`config.mk`:
```
export PLATFORM = sky130hd
export DESIGN_NAME = const_div_serial
export DESIGN_NICKNAME = d
export VERILOG_FILES = /design/src/rtl/const_div_serial.sv
export SDC_FILE = /design/constraint.sdc
export NUM_CORES = 1
export LEC_CHECK = 0
export ABC_AREA = 1
export CAP_MARGIN = 5
export CORE_ASPECT_RATIO = 0.6
export CORE_MARGIN = 5
export CORE_UTILIZATION = 40
export CTS_CLUSTER_SIZE = 14
export DETAILED_ROUTE_END_ITERATION = 12
export GPL_TIMING_DRIVEN = 1
export HOLD_SLACK_MARGIN = 0.12
export PLACE_DENSITY = 0.58
export SYNTH_ARGS = -nofsm -noshare
export SYNTH_HDL_FRONTEND = slang
export SYNTH_SLANG_ARGS = --single-unit
```
`constraint.sdc`:
```
create_clock -name clk -period 8.65 [get_ports clk]
set_input_delay 1.73 -clock clk [delete_from_list [all_inputs] [get_ports clk]]
set_output_delay 1.73 -clock clk [all_outputs]
set_load 0.05 [all_outputs]
```
`src/rtl/const_div_serial.sv`:
```
// Serial divide-by-constant: K quotient bits per cycle, MSB digit first, remainder recurrence.
// Result is valid NDIG edges after accept and held until out_ready; in_ready drops while a division runs.
module const_div_serial #(
    parameter int DW  = 60,
    parameter int DIV = 241,
    parameter int K   = 8,
    parameter int RW  = 8
) (
    input  logic          clk,
    input  logic          rst_n,
    input  logic          flush,
    input  logic          in_valid,
    output logic          in_ready,
    input  logic [DW-1:0] in_dividend,
    output logic          out_valid,
    input  logic          out_ready,
    output logic [DW-1:0] out_quotient,
    output logic [RW-1:0] out_remainder,
    output logic          busy
);
    localparam int NDIG = (DW + K - 1) / K;
    localparam int PW   = NDIG * K;
    localparam int CW   = (NDIG > 1) ? $clog2(NDIG) : 1;
    localparam int TW   = RW + K;
    localparam logic [TW-1:0] DIV_T = TW'(DIV);

    if (DIV < 2 || DIV > (2 ** RW) - 1) begin : g_bad_div
        $error("const_div_serial: DIV must satisfy 2 <= DIV <= 2**RW - 1");
    end

    typedef enum logic [1:0] {IDLE, RUN, DONE} state_t;

    state_t          state, state_nxt;
    logic [PW-1:0]   sreg;
    logic [PW-1:0]   quot;
    logic [PW-1:0]   quot_nxt;
    logic [RW-1:0]   rem;
    logic [CW-1:0]   cnt;
    logic            accept;
    logic [TW-1:0]   t;
    logic [TW-1:0]   q_full;
    logic [TW-1:0]   r_full;
    logic [K-1:0]    q_dig;
    logic [RW-1:0]   r_dig;

    // Digit stage: divide by a constant, exact because t < DIV * 2**K.
    always_comb begin
        t        = {rem, sreg[PW-1 -: K]};
        q_full   = t / DIV_T;
        r_full   = t % DIV_T;
        q_dig    = q_full[K-1:0];
        r_dig    = r_full[RW-1:0];
        quot_nxt = (quot << K) | PW'(q_dig);
    end

    always_comb begin
        state_nxt = state;
        in_ready  = (state == IDLE) || (state == DONE && out_ready);
        accept    = in_valid && in_ready && !flush;
        if (flush) begin
            state_nxt = IDLE;
        end else begin
            case (state)
                IDLE:    if (accept) state_nxt = RUN;
                RUN:     if (cnt == '0) state_nxt = DONE;
                DONE: begin
                    if (accept)         state_nxt = RUN;
                    else if (out_ready) state_nxt = IDLE;
                end
                default: state_nxt = IDLE;
            endcase
        end
    end

    always_ff @(posedge clk or negedge rst_n) begin
        if (!rst_n) state <= IDLE;
        else        state <= state_nxt;
    end

    always_ff @(posedge clk or negedge rst_n) begin
        if (!rst_n) begin
            sreg          <= '0;
            quot          <= '0;
            rem           <= '0;
            cnt           <= '0;
            out_quotient  <= '0;
            out_remainder <= '0;
        end else if (flush) begin
            cnt <= '0;
        end else if (accept) begin
            sreg <= PW'(in_dividend);
            quot <= '0;
            rem  <= '0;
            cnt  <= CW'(NDIG - 1);
        end else if (state == RUN) begin
            sreg <= sreg << K;
            rem  <= r_dig;
            quot <= quot_nxt;
            if (cnt == '0) begin
                out_quotient  <= quot_nxt[DW-1:0];
                out_remainder <= r_dig;
            end else begin
                cnt <= cnt - CW'(1);
            end
        end
    end

    assign out_valid = (state == DONE);
    assign busy      = (state == RUN);

    digit_range: assert property (@(posedge clk) disable iff (!rst_n)
        (state == RUN) |-> (q_full[TW-1:K] == '0 && r_full[TW-1:RW] == '0));

    // Zero padding above DW can only produce zero quotient digits.
    if (PW > DW) begin : g_pad_chk
        pad_zero: assert property (@(posedge clk) disable iff (!rst_n)
            (state == DONE) |-> (quot[PW-1:DW] == '0));
    end
endmodule
```
* Word level (Yosys, flattened, before mapping)
Cells that the tools add are included.
** Storage, ports and cells
- Flip-flop bits (word level) :: 197
- Logic and storage cells :: 48
- Bits of input ports :: 65
- Output and inout bits :: 71
** Operators by class
- Eq/ne operators :: 6
- Bitwise gates (word level) :: 3
- Add/subtract/negate cells :: 1
- Muxes and demuxes :: 16
- Reductions and logical operators :: 13
- Div/mod/pow operators :: 2
** Operators with widths (count)
- two-way mux 64 bit :: 2
- two-way mux 52 bit :: 2
- OR 60 x 8 -> 60 bit :: 1
- divider 16 x 8 -> 16 bit, second input constant :: 1
- modulo 16 x 8 -> 16 bit, second input constant :: 1
- two-way mux 8 bit :: 2
- two-way mux 3 bit :: 4
- two-way mux 2 bit :: 5
- inequality test 3 bit, second input constant :: 2
- case mux 2 bit (3 select lines) :: 1
- inequality test 4 x 2 -> 1 bit, second input constant :: 1
- AND reduction 2 bit :: 2
- AND reduction 4 bit :: 1
- logical AND 1 bit :: 3
- logical NOT 3 bit :: 1
- inequality test 3 x 2 -> 1 bit, second input constant :: 1
- AND reduction 3 bit :: 1
- nonzero test 3 bit :: 1
- subtractor 3 x 1 -> 3 bit, second input constant :: 1
- equality test 2 x 1 -> 1 bit, second input constant :: 1
- equality test 2 bit, second input constant :: 1
- logical NOT 2 bit :: 1
- inverter 1 bit :: 2
- nonzero test 2 bit :: 1
- other kinds (2) :: 2

* Depth between registers and ports, before layout
Gate-level depths: netlist (run 1).
- Word-level depth :: 8
- Mapped depth :: 63
- Mapped depth without buffers :: 61

* Worst setup path after synthesis (run 1)
OpenSTA, ideal clock, no wires.
- Path type :: flip-flop to flip-flop
- Start point :: register rem[3]
- End point :: register rem[7]
- Buffers on the path :: 2
- Data required time :: 8.532 ns
- Path slack :: 3.000 ns
- Setup time :: 0.118 ns
- Clock period less this slack :: 5.650 ns
- Stages on the path, launching flop included :: 59
- Data arrival time :: 5.532 ns
- Cells stage by stage :: dfrtp_1 nor2_1 nand3_2 nand2_2 nand3_1 inv_2 nand2_4 nand2_2 nand2_1 nand2_1 inv_2 nand2_2 inv_2 nand2_4 nand2_4 nand2_1 nand2_2 inv_2 [23 not listed] ha_1 o211ai_1 nand2_2 nand2_4 nand3_2 buf_6 nand2_1 nand2_1 ha_1 inv_1 nand4_1 nand2_2 nand2_2 buf_6 nand2_1 nand2_1 nand3_1 nand2_1
** Between the ends
- Word-level cells in the longest chain between the ends :: 3
** RTL lines
- from (decl) :: line 37 : logic [RW-1:0] rem;
- from (signal assigned) :: line 97 : rem <= r_dig;
- modulo 16 x 8 -> 16 bit :: line 50 : r_full = t % DIV_T;
- two-way mux 8 bit :: line 95 : end else if (state == RUN) begin
- two-way mux 8 bit :: line 90 : end else if (accept) begin
Every way passes these cells. The select of a mux whose other input is x is not followed.
A chain may end at the register's enable or synchronous reset.

* Worst setup path after layout (run 1)
- Start point :: register rem[2]
- End point :: register out_remainder[2]
** Between the ends
- Word-level cells in the longest chain between the ends :: 1
** RTL lines
- modulo 16 x 8 -> 16 bit :: line 50
- to (signal assigned) :: line 101 : out_remainder <= r_dig;
- to (decl) :: line 18 : output logic [RW-1:0] out_remainder,
Every way passes these cells.

==> results.toml, run 1 <==
[clock_network]
clk_root_buffer_cell = "sky130_fd_sc_hd__clkbuf_16"
cts-htree-levels = 4
tritoncts.num_buffers = 17
ctsHoldBuffers = 0
clk_pin_slew_worst_paths_ps = 70
clk_latency_ps = 440
cts_post_setup_buffers_inserted = 0
clkSinkCount = 197
cts_resized = 0
cts_tree = "yes"
max-clock-path-buffers = 2

[logic_synthesis]
synth_top_cell_by_area = "sky130_fd_sc_hd__dfrtp_1"
postSynth.topFlopCell = "sky130_fd_sc_hd__dfrtp_1"
synth-async-reset-ratio_pct = 100.0
synth_seq_cells = 197
syn_area_per_cell_um2 = 8.161
netlist_area_um2 = 10010
syn_nets = 1298
synth_cell_types = 37
post_synth_inst_count = 1227
synth_enable_flop_cells = 0
fraction_of_the_yosys_area_taken_by_sequential_cells_pct = 49.23
post-synth-top-area-fraction_pct = 49.23
yosys_warnings = 0
synthTopCellsByArea = "sky130_fd_sc_hd__dfrtp_1, sky130_fd_sc_hd__nand2_1, sky130_fd_sc_hd__inv_1"

[min_path]
hold_path_class = "flip-flop to flip-flop"
worstHoldStart = "sreg[47]"

[flow_run]
max_cap_viol_count = 0

[grt]
first_global_vias = 7837
use_met2_pct = 24.23
grt_pass1_wl_mm = 43.64
global_route.usage.met3_pct = 6.461
largest_net_degree_at_the_start_of_global_routing = 123
globalRouteMet1Util_pct = 30.43
grtUsageTotal_pct = 18.85
antenna_found_initial = 7
gr-max-usage-layer = "met1"
grt_overflow_total = 0

[worst_setup_path]
worst_flop_to_flop_path_startpoint = "rem[2]"
path_max_fanout = 12
setup_crit_path_kind = "flip-flop to flip-flop"
setup.worst_path.start_class = "flip-flop"
critical_path.max_stage_delay_ps = 450
cp-startpoint = "rem[2]"
timing.critical_path.arrival_ps = 7070
cp_capture_type = "flip-flop"
crit_path_top_delay_cell = "sky130_fd_sc_hd__dfrtp_1"
cp.required_ps = 9030

[sta]
period_share_pct = 77.26
clock_skew_ps = 20.62
post-route-min-period_ps = 6683
setup-tns-final_ps = 0
setup_ws_ps = 1967
max_slew_margin_pct = 32.80
report.final.slew_viol_count = 0
timing.final.hold_violations = 0
grt_setup_unrepaired = "false"
fmax_ghz = 0.1496
setup_viol = 0
timing_worst_slew_pin_value_ps = 1008

[final_layout]
seqCellArea_um2 = 4930
num-fill-cells = 2314
nNetsFinal = 1411
multiInputGateArea_um2 = 4279
finalInstanceArea_um2 = 12280
post_route_cells_drive_above_1_share_pct = 9.756
finish.utilization_pct = 50.34
area_growth_pct = 22.60

[routing]
drt_iter0_markers = 929
dr_total_vias = 8478
finalWirelength_mm = 26.84
drt_drc_violations_left = 0
ant_nets = 0
wl_per_cell_um = 16.01
vias_cell = 5.058
drt_pre_antenna_iters = 5

[floorplan]
num_io_pins = 136
core_region_area_um2 = 24390
row_count = 44
design.die.area_um2 = 28400
starting_density_pct = 41.06
die-width_um = 214.3
fp.dieH_um = 132.6

[place]
place.gp.congestion = 0.9401
dp_hpwl_mm = 19.13
port_buffers = 135
dp_slack_ps = 2060
postPlaceCellArea_um2 = 11650

[outcome]
outcome = "finished, final reports clean"
-- layout by cell type (no fill, tap or decap), drive strengths merged --
cell / instances
nand3: 87
diode: 1
clkbuf: 23
o221ai: 1
o22ai: 55
xor2: 10
xnor2: 5
bufinv: 4
nand3b: 3
ha: 6
nor2: 54
o31ai: 1
nor3: 4
o211ai: 8
a31oi: 2
buf: 7
clkdlybuf4s50: 134
inv: 166
nand4: 14
a21oi: 9
nand2: 399
or2: 2
o221a: 8
dfrtp: 197
o21ai: 103
clkinv: 5
clkinvlp: 2
a22oi: 44
-- synthesized netlist by cell type (all sizes together) (3+ instances only) --
cell and instances:
xnor2 5, nand2 399, nand3b 3, o21ai 103, nand4 14, o22ai 55
clkbuf 45, buf 3, xor2 10, nor2 54, dfrtp 197, o221a 8
nor3 4, a22oi 44, o211ai 8, a21oi 9, inv 165, nand3 87
ha 6
-- routing by layer --
metal	up-vias	share of wire, %
li1	4248	-
met1	4003	53
met2	193	39
met3	24	7.0
met4	10	0.62
met5	-	0.22
-- layout make-up --
cell class	instances	area share, %
flip-flops and latches	197	40.15
multi-input cells	815	34.86
repair buffers	142	11.47
inverters	167	5.116
clock buffers	22	3.700
well taps	322	3.282
clock inverters	10	1.406
diodes	1	0.02038
-- flip-flops by register name (all words and copies together) (netlist names) --
register       cells
cnt                3
out_quotient      60
out_remainder      8
quot              52
rem                8
sreg              64
state              2
-- critical path, delay by kind of cell, from the launching register on --
kind            cells  cell delay [ps]
buf+inv             3              220
fa+ha+maj           2              400
simple gates       46             5210
flops               1              450
compound gates      2              370
-- through the flow --
step	cells	hold slack, ps
2_1_floorplan	1227	436.7
3_3_place_gp	1643	454.4
3_5_place_dp	1643	458.8
4_1_cts	1675	475.9
5_1_grt	1675	487.9
6_report	1676	473.6
-- cell families after synthesis --
kind of cell | after synthesis | share of synthesized area [%]
XOR/XNOR | 15 | 1.312
AO/OA/AOI/OAI | 231 | 14.23
buffers and inverters | 215 | 8.209
adder cells (fa/ha/maj) | 6 | 0.7497
flip-flops | 197 | 49.23
AND/OR/NAND/NOR | 563 | 26.27
-- final timing paths --
path                                         end  slack [ps]  cells past startpoint
worst max-delay path            out_remainder[2]        1970                     53
max in group asynchronous        out_quotient[2]        5650                      2
worst min register to register          sreg[47]         470                      2
min in group asynchronous               state[0]        1390                      1
worst max register to register  out_remainder[2]        1970                     53
worst min-delay path                    sreg[47]         470                      2
Power of run 1 is left out: the tool's default activity adds up to more than one toggle a clock period on the data nets, which glitch-free logic cannot reach.
==> run 2, diff against run 1 <==
PLACE_DENSITY = 0.61   (was 0.58)
clock period = 5.9 ns   (was 8.65 ns; I/O delays follow)
==> results.toml, run 2 (synthesis results as in run 1) <==
[clock_network]
clkSinkCount = 197
tritoncts.num_buffers = 17
cts_tree = "yes"
cts-htree-levels = 4
ctsHoldBuffers = 0
clk_root_buffer_cell = "sky130_fd_sc_hd__clkbuf_16"
clk_latency_ps = 450
clk_pin_slew_worst_paths_ps = 70
max-clock-path-buffers = 2

[sta]
fmax_ghz = 0.1638
clock_skew_ps = 12.58
period_share_pct = 103.5
timing_worst_slew_pin_value_ps = 713.1
setup_ws_ps = -204.2
report.final.slew_viol_count = 0
post-route-min-period_ps = 6104
setup-tns-final_ps = -2890
grt_setup_unrepaired = "true"
max_slew_margin_pct = 52.46
setup_viol = 18
timing.final.hold_violations = 0

[worst_setup_path]
timing.critical_path.arrival_ps = 6450
setup.worst_path.start_class = "flip-flop"
cpMostUsedCell = "sky130_fd_sc_hd__nand2_4"
largest_delay_share_family_worst_path = "simple AND/OR/NAND/NOR gates"
critPathBufInv = 7
critical_path.max_stage_delay_ps = 390
setup_crit_path_kind = "flip-flop to flip-flop"
path_max_fanout = 8
cp_capture_type = "flip-flop"
crit_path_top_delay_cell = "sky130_fd_sc_hd__dfrtp_1"
cp.required_ps = 6240

[grt]
first_global_vias = 8742
largest_net_degree_at_the_start_of_global_routing = 129
grt_overflow_total = 0
grtUsageTotal_pct = 20.19
antenna_found_initial = 6
grt_pass1_wl_mm = 47.02

[floorplan]
die-width_um = 214.3
core_region_area_um2 = 24390
num_io_pins = 136
row_count = 44
starting_density_pct = 41.06
design.die.area_um2 = 28400
fp.dieH_um = 132.6

[place]
dpl.cell_count = 1748
dp_slack_ps = -340.8
place.gp.congestion = 0.9267
port_buffers = 135
dp_hpwl_mm = 20.08

[min_path]
hold_path_class = "flip-flop to flip-flop"

[routing]
drt_iter0_markers = 665
drt_drc_violations_left = 0
finalWirelength_mm = 29.70
ant_nets = 0
dr_total_vias = 9327
wl_per_cell_um = 16.23
drt_pre_antenna_iters = 5
vias_cell = 5.097

[final_layout]
layout_commonest_cell = "sky130_fd_sc_hd__nand2_1"
largest_register = "sreg"
most-common-layout-cells = "sky130_fd_sc_hd__nand2_1, sky130_fd_sc_hd__dfrtp_1, sky130_fd_sc_hd__inv_1"
nNetsFinal = 1564
stdcell_count = 1830
reg.largest.list = "sreg: 64 flops, out_quotient: 60 flops, quot: 52 flops"
largest_register_ff_count = 64
area_growth_pct = 41.11
post_route_cells_drive_above_1_share_pct = 25.43

[flow_run]
max_cap_viol_count = 0

[outcome]
outcome = "finished, violations left"
failing_checks = "negative setup slack"
==> run 2: cell count changes in the layout (fill, tap and decap cells not counted), sizes merged <==
cell	previous run	this run
buf	7	159
clkinv	5	8
clkinvlp	2	4
diode	1	2
clkbuf	23	19
inv	166	169
bufinv	4	1
==> run 2: timing repair <==
| action | CTS | global route |
|---|---|---|
| resized for setup | 87 | 79 |
| pin swaps | 57 | 64 |
| setup buffers | 27 | 20 |
| gates cloned | 0 | 1 |
| setup endpoints to repair | 18 | 19 |
==> run 2: path summary, 6_finish.rpt <==
path / endpoint / cells past startpoint / from / slack (ps)
worst max-delay path: rem[7] / 50 / rem[6] / -200
worst min-delay path: sreg[49] / 2 / sreg[49] / 470
worst max register to register: rem[7] / 50 / rem[6] / -200
worst min register to register: sreg[49] / 2 / sreg[49] / 470
max in group asynchronous: out_quotient[15] / 2 / rst_n / 4050
min in group asynchronous: sreg[0] / 1 / rst_n / 720
==> run 2: cell type report <==
class / count / area [µm²]
Timing Repair Buffer: 294 / 2625
Clock inverter: 14 / 147.6
Antenna cell: 2 / 5.005
Multi-Input combinational cell: 815 / 4952
Clock buffer: 18 / 429.2
Fill cell: 2181 / 10260
Sequential cell: 197 / 4930
Timing Repair inverter: 1 / 5.005
Inverter: 167 / 633.1
Tap cell: 322 / 402.9
==> run 2: worst register-to-register path: cells and delay by family, from the launching register on <==
kind | cells | cell delay, ps
AND/OR/NAND/NOR | 40 | 4280
buffers and inverters | 7 | 830
flip-flops | 1 | 390
AO/OA/AOI/OAI | 1 | 180
adder cells (fa/ha/maj) | 1 | 180
XOR/XNOR | 1 | 120
==> run 2: metal layers <==
layer | wire length, µm | GRT usage [%] | vias to the layer above
met1 | 15010 | 31.08 | 4453
met4 | 395 | 5.113 | 4
met2 | 12250 | 27.48 | 274
li1 | - | - | 4558
met5 | 26 | 0 | -
met3 | 2015 | 6.073 | 38
==> run 2: through the flow <==
step / area [µm²] / utilization [%] / hold slack (ps)
2_1_floorplan: 10010 / - / 436.7
3_3_place_gp: 12490 / 51.20 / 454.3
3_5_place_dp: 12490 / 51.20 / 458.8
4_1_cts: 13620 / 55.85 / 477.0
5_1_grt: 14130 / 57.94 / 489.0
6_report: 14130 / 57.94 / 472.5
Power of run 2 is left out for the same reason.
